## src/rtl/glitch_wishbone.sv

```systemverilog
// Wishbone-programmed clock glitch generator: delay/width engine gating clk_in onto clk_out.
// Optional feature: define GLITCH_DEBUG_MODE_EN to let MODE 0x05 drive the pulse straight onto clk_out.
module glitch_wishbone (
  input  logic       clk_i,
  input  logic       rst_i,
  input  logic [7:0] dat_i,
  input  logic [5:2] adr_i,
  output logic [7:0] dat_o,
  input  logic       stb_i,
  input  logic       we_i,
  output logic       ack_o,
  input  logic       clk_in,
  output logic       clk_out
);
  typedef enum logic [1:0] {S_IDLE, S_DELAY, S_WIDTH} state_t;

  state_t      state, state_n;
  logic [15:0] delay_q, dcnt, dcnt_n;
  logic [7:0]  width_q, mode_q, wcnt, wcnt_n, wlat, wlat_n;
  logic [7:0]  rd_data;
  logic        g, wr, trig;

  assign wr   = stb_i & we_i;
  assign trig = wr && (adr_i == 4'h0) && dat_i[0] && (state == S_IDLE);

  // Width is latched at arming so config writes during DELAY cannot alter the pulse.
  always_comb begin
    state_n = state;
    dcnt_n  = dcnt;
    wcnt_n  = wcnt;
    wlat_n  = wlat;
    case (state)
      S_IDLE: if (trig) begin
        wlat_n = width_q;
        if (delay_q != 16'd0) begin
          state_n = S_DELAY;
          dcnt_n  = delay_q - 16'd1;
        end else if (width_q != 8'd0) begin
          state_n = S_WIDTH;
          wcnt_n  = width_q - 8'd1;
        end
      end
      S_DELAY: begin
        if (dcnt == 16'd0) begin
          if (wlat != 8'd0) begin
            state_n = S_WIDTH;
            wcnt_n  = wlat - 8'd1;
          end else begin
            state_n = S_IDLE;
          end
        end else begin
          dcnt_n = dcnt - 16'd1;
        end
      end
      S_WIDTH: begin
        if (wcnt == 8'd0) state_n = S_IDLE;
        else              wcnt_n  = wcnt - 8'd1;
      end
      default: state_n = S_IDLE;
    endcase
  end

  // g is its own flop so clk_out never sees state-decode hazards.
  always_ff @(posedge clk_i or negedge rst_i) begin
    if (!rst_i) begin
      state <= S_IDLE;
      dcnt  <= 16'd0;
      wcnt  <= 8'd0;
      wlat  <= 8'd0;
      g     <= 1'b0;
    end else begin
      state <= state_n;
      dcnt  <= dcnt_n;
      wcnt  <= wcnt_n;
      wlat  <= wlat_n;
      g     <= (state_n == S_WIDTH);
    end
  end

  always_comb begin
    rd_data = 8'h00;
    case (adr_i)
      4'h0: rd_data = {7'd0, state == S_IDLE};
      4'h1: rd_data = delay_q[7:0];
      4'h2: rd_data = delay_q[15:8];
      4'h3: rd_data = width_q;
      4'h4: rd_data = mode_q;
      default: rd_data = 8'h00;
    endcase
  end

  always_ff @(posedge clk_i or negedge rst_i) begin
    if (!rst_i) begin
      ack_o   <= 1'b0;
      dat_o   <= 8'h00;
      delay_q <= 16'd0;
      width_q <= 8'd0;
      mode_q  <= 8'd0;
    end else begin
      ack_o <= stb_i;
      if (stb_i && !we_i) dat_o <= rd_data;
      if (wr) begin
        case (adr_i)
          4'h1: delay_q[7:0]  <= dat_i;
          4'h2: delay_q[15:8] <= dat_i;
          4'h3: width_q       <= dat_i;
          4'h4: mode_q        <= dat_i;
          default: ;
        endcase
      end
    end
  end

  always_comb begin
    clk_out = clk_in;
    case (mode_q)
      8'h01: clk_out = clk_in & ~g;
      8'h02: clk_out = clk_in | g;
      8'h03: clk_out = g ? ~(clk_in & clk_i) : clk_in;
      8'h04: clk_out = clk_in ^ g;
`ifdef GLITCH_DEBUG_MODE_EN
      8'h05: clk_out = g;
`else
      8'h05: clk_out = clk_in;
`endif
      default: clk_out = clk_in;
    endcase
  end
endmodule

```

## config.mk

```make
export PLATFORM = sky130hd
export DESIGN_NAME = glitch_wishbone
export DESIGN_NICKNAME = d
export VERILOG_FILES = /design/src/rtl/glitch_wishbone.sv
export SDC_FILE = /design/constraint.sdc
export NUM_CORES = 1
export LEC_CHECK = 0
export CAP_MARGIN = 20
export CORE_UTILIZATION = 31
export CTS_BUF_LIST = sky130_fd_sc_hd__clkbuf_4
export CTS_CLUSTER_DIAMETER = 60
export CTS_CLUSTER_SIZE = 16
export DETAILED_ROUTE_END_ITERATION = 10
export GPL_TIMING_DRIVEN = 1
export PLACE_DENSITY = 0.49
export SLEW_MARGIN = 20
export SYNTH_ARGS = -nofsm -noshare
export SYNTH_HDL_FRONTEND = slang
export SYNTH_SLANG_ARGS = --single-unit
```

## constraint.sdc

```tcl
create_clock -name clk_i -period 4.2 [get_ports clk_i]
set_input_delay 0.63 -clock clk_i [delete_from_list [all_inputs] [get_ports clk_i]]
set_output_delay 0.63 -clock clk_i [all_outputs]
set_load 0.1 [all_outputs]
```

# After elaboration in Yosys (flattened, before gate mapping)
# Index checks and enable logic that the tools add are counted.
# totals
ff_bits	76
output_inout_bits	10
in_bits	17
word_cells	84
# classes
addsub	5
n_mux	21
bitwise_logic	7
reduce_logical	21
eq_ne	19
# op_table
operator	n
16-bit 2-to-1 mux	3
8-bit 2-to-1 mux	6
8-bit case mux with 5 select lines	1
16-bit case mux with 2 select lines	1
16-bit by 1-bit subtractor with 16-bit output, second input constant	2
8-bit case mux with 3 select lines	1
8-bit by 1-bit subtractor with 8-bit output, second input constant	3
8-bit by 2-bit == test with 1-bit output, second input constant	2
16-bit logical NOT	1
2-bit != test, second input constant	8
16-bit nonzero test	1
8-bit nonzero test	2
2-bit 2-to-1 mux	6
2-bit AND reduction	5
4-bit by 2-bit == test with 1-bit output, second input constant	2
8-bit by 1-bit == test with 1-bit output, second input constant	1
8-bit by 3-bit == test with 1-bit output, second input constant	1
8-bit logical NOT	1
7-bit AND reduction	1
2-bit case mux with 3 select lines	1
2-bit == test, second input constant	2
4-bit by 1-bit == test with 1-bit output, second input constant	1
4-bit by 3-bit == test with 1-bit output, second input constant	1
1-bit logical AND	4
other kinds (13)	16

# Depth between registers and ports, before layout
# logic_depth
depth_word	7
mapped_depth	13

==> metrics <==
vias per inst=between 5 and 6; core area=0.0146 sq mm; setup tns final=0 ps; crit end category=output port; Worst R2R Path Depth=9; M1 WL=slightly below 6 mm; RSZ-0062 raised after global routing=false; post-synthesis cell type count=65; post-route ant nets=0; fraction of registers with async set/reset=1.00; CP required=approximately 3600 ps; # setup viols final=0; final estimated routing congestion in global placement=~0.79; first-pass GRT wire length=roughly 19 mm; Hold Crit Class=in2async; Slew Limit Fails=0; hold_ws=88.2 ps; layout net count=approximately 500; clk_skew=about 16 ps; cells after synthesis=435; # diodes=0; Seq/Total Area, Yosys=0.405; hpwl dp=about 8.5 mm; Peak supply drop=176 uV; CTS tree=yes; num rows=44; vias in the first global route=3,528; most numerous cell in the Yosys netlist=dfrtp_1; largest cells by area after synthesis=dfrtp_1 41%, mux2_2 9.4%, nand2_1 3.6%; Syn Area/Cell=roughly 11 sq um; maxcap violations=0; yosys warns=0; Worst Path Max Fanout=2; CP Data Arrival Time=about 3300 ps; Synth area leader=dfrtp_1; layout cells sized above 1=0.245; Vias=3,421; Slew @ Worst Pin=between 900 and 1000 ps; # DRC=0; synthesized flop and latch total=76; final global-route overflow total=0; drt pass-1 iters=6; Top Layer Used=met4; CP Launch Type=clock port; Worst-path clk slew=around 140 ps; Die Ht=~130 um; clock network latency to the later pin of the worst-skew pair=approximately 560 ps; top post-synthesis cells by count=76 x dfrtp_1, 45 x nand2_1, 39 x mux2_2; main flop type after synthesis=dfrtp_1; Wirelength per Cell=~18 um; Fin. Hold Viols=0; WL final=~12 mm; number of port buffers=26; initial antenna violation count=0; top cell type's share of synthesized area=0.405; I/O pins=27; Post-synth EDFFs=0; crit path kind=clk2out; met2 WL=roughly 5.6 mm; Area Growth Syn to Fin=12.5%; post-CTS setup buffers=0; static leakage=between 2 and 2.5 nW; die area=0.0156 sq mm; Tot GR Track Use=0.163; Power Dens Cells=565 mW/mm^2; Syn Std Cell Area=around 0.0047 sq mm; Final Power=about 3.0 mW; status=finished, final reports clean; initial core utilization=0.321; Die Wd=roughly 130 um; Slew headroom=0.344; largest net degree at the start of global routing=77; Routed met3 length=263 um; Synth Net Count=461; initial detailed-routing violation count=roughly 200
metrics by stage:
stage	utilization	setup WS [ps]	cell area, sq um	cells
6_report	0.361	239	5280	650
5_1_grt	0.361	128	5280	650
4_1_cts	0.360	205	5280	650
3_5_place_dp	0.349	-41.1	5110	631
3_3_place_gp	0.349	-41.1	5110	631
2_1_floorplan	-	368	4700	435
placed cells by master, fill, tap and decap left out, types with 4 or more instances in the layout:
master,instances
ha_1,8
nor3_2,7
nor4_1,6
dfrtp_1,76
nor3_1,9
or4_1,4
mux2_4,7
a22o_1,14
xor2_1,14
nor3b_2,4
mux2_1,9
inv_1,6
mux2i_1,13
nand3_1,6
nor2_1,25
xnor2_1,8
or2_2,6
a22oi_1,8
a21oi_2,4
a21oi_1,14
buf_4,4
o21ai_1,18
clkbuf_4,13
a31oi_1,5
clkdlybuf4s50_1,24
nand2_1,45
mux2_2,39
o22ai_1,9
where the power goes:
part	internal [mW]	switching (mW)	total [mW]
sequential	0.915	0.236	1.15
clock	0.226	0.311	0.537
combinational	0.586	0.711	1.30
total	1.73	1.26	2.99
cells by family after synthesis:
group           synth area share
compound gates             0.150
flops                      0.405
simple gates               0.172
buf+inv                   0.0288
xor+xnor                  0.0410
fa+ha+maj                 0.0240
mux                        0.179
path summary, 6_finish.rpt:
path	startpoint	endpoint	slack, ps
min	rst_i	dcnt[11]	90
min in group clk_i	dat_o[3]	dat_o[3]	500
min reg2reg	dat_o[3]	dat_o[3]	500
max in group asynchronous	rst_i	mode_q[2]	3600
max reg2reg	state[1]	dcnt[12]	1420
max	clk_i	clk_out	240
worst max-delay path: stages:
cell	delay [ps]
clkbuf_4	110
clkbuf_4	120
a211oi_1	230
nor3_1	80
o22ai_2	120
clkdlybuf4s15_2	570
registers in the layout, summed over array words and instances (netlist names):
register	cells
wlat	8
state	2
g	1
ack_o	1
wcnt	8
mode_q	8
dat_o	8
delay_q	16
width_q	8
dcnt	16
routing by layer:
metal  vias to the layer above  GRT usage
met5                         -          0
met4                         0     0.0696
met3                        15     0.0317
met2                        40      0.259
met1                      1717      0.216
li1                       1649          -
repair_timing:
action | CTS | global route
resized for setup | 3 | 0
hold buffers | 0 | 0
setup endpoints to repair | 1 | 0
final cells by class:
| class | count | area, sq um |
|---|---|---|
| repair buffers | 29 | 282 |
| clock buffers | 14 | 109 |
| clock inverters | 6 | 65.1 |
| fillers | 1474 | 9360 |
| well taps | 184 | 230 |
| multi-input cells | 334 | 2670 |
| inverters | 7 | 26.3 |
| flip-flops and latches | 76 | 1900 |
Power figures use the tool's default switching activity.
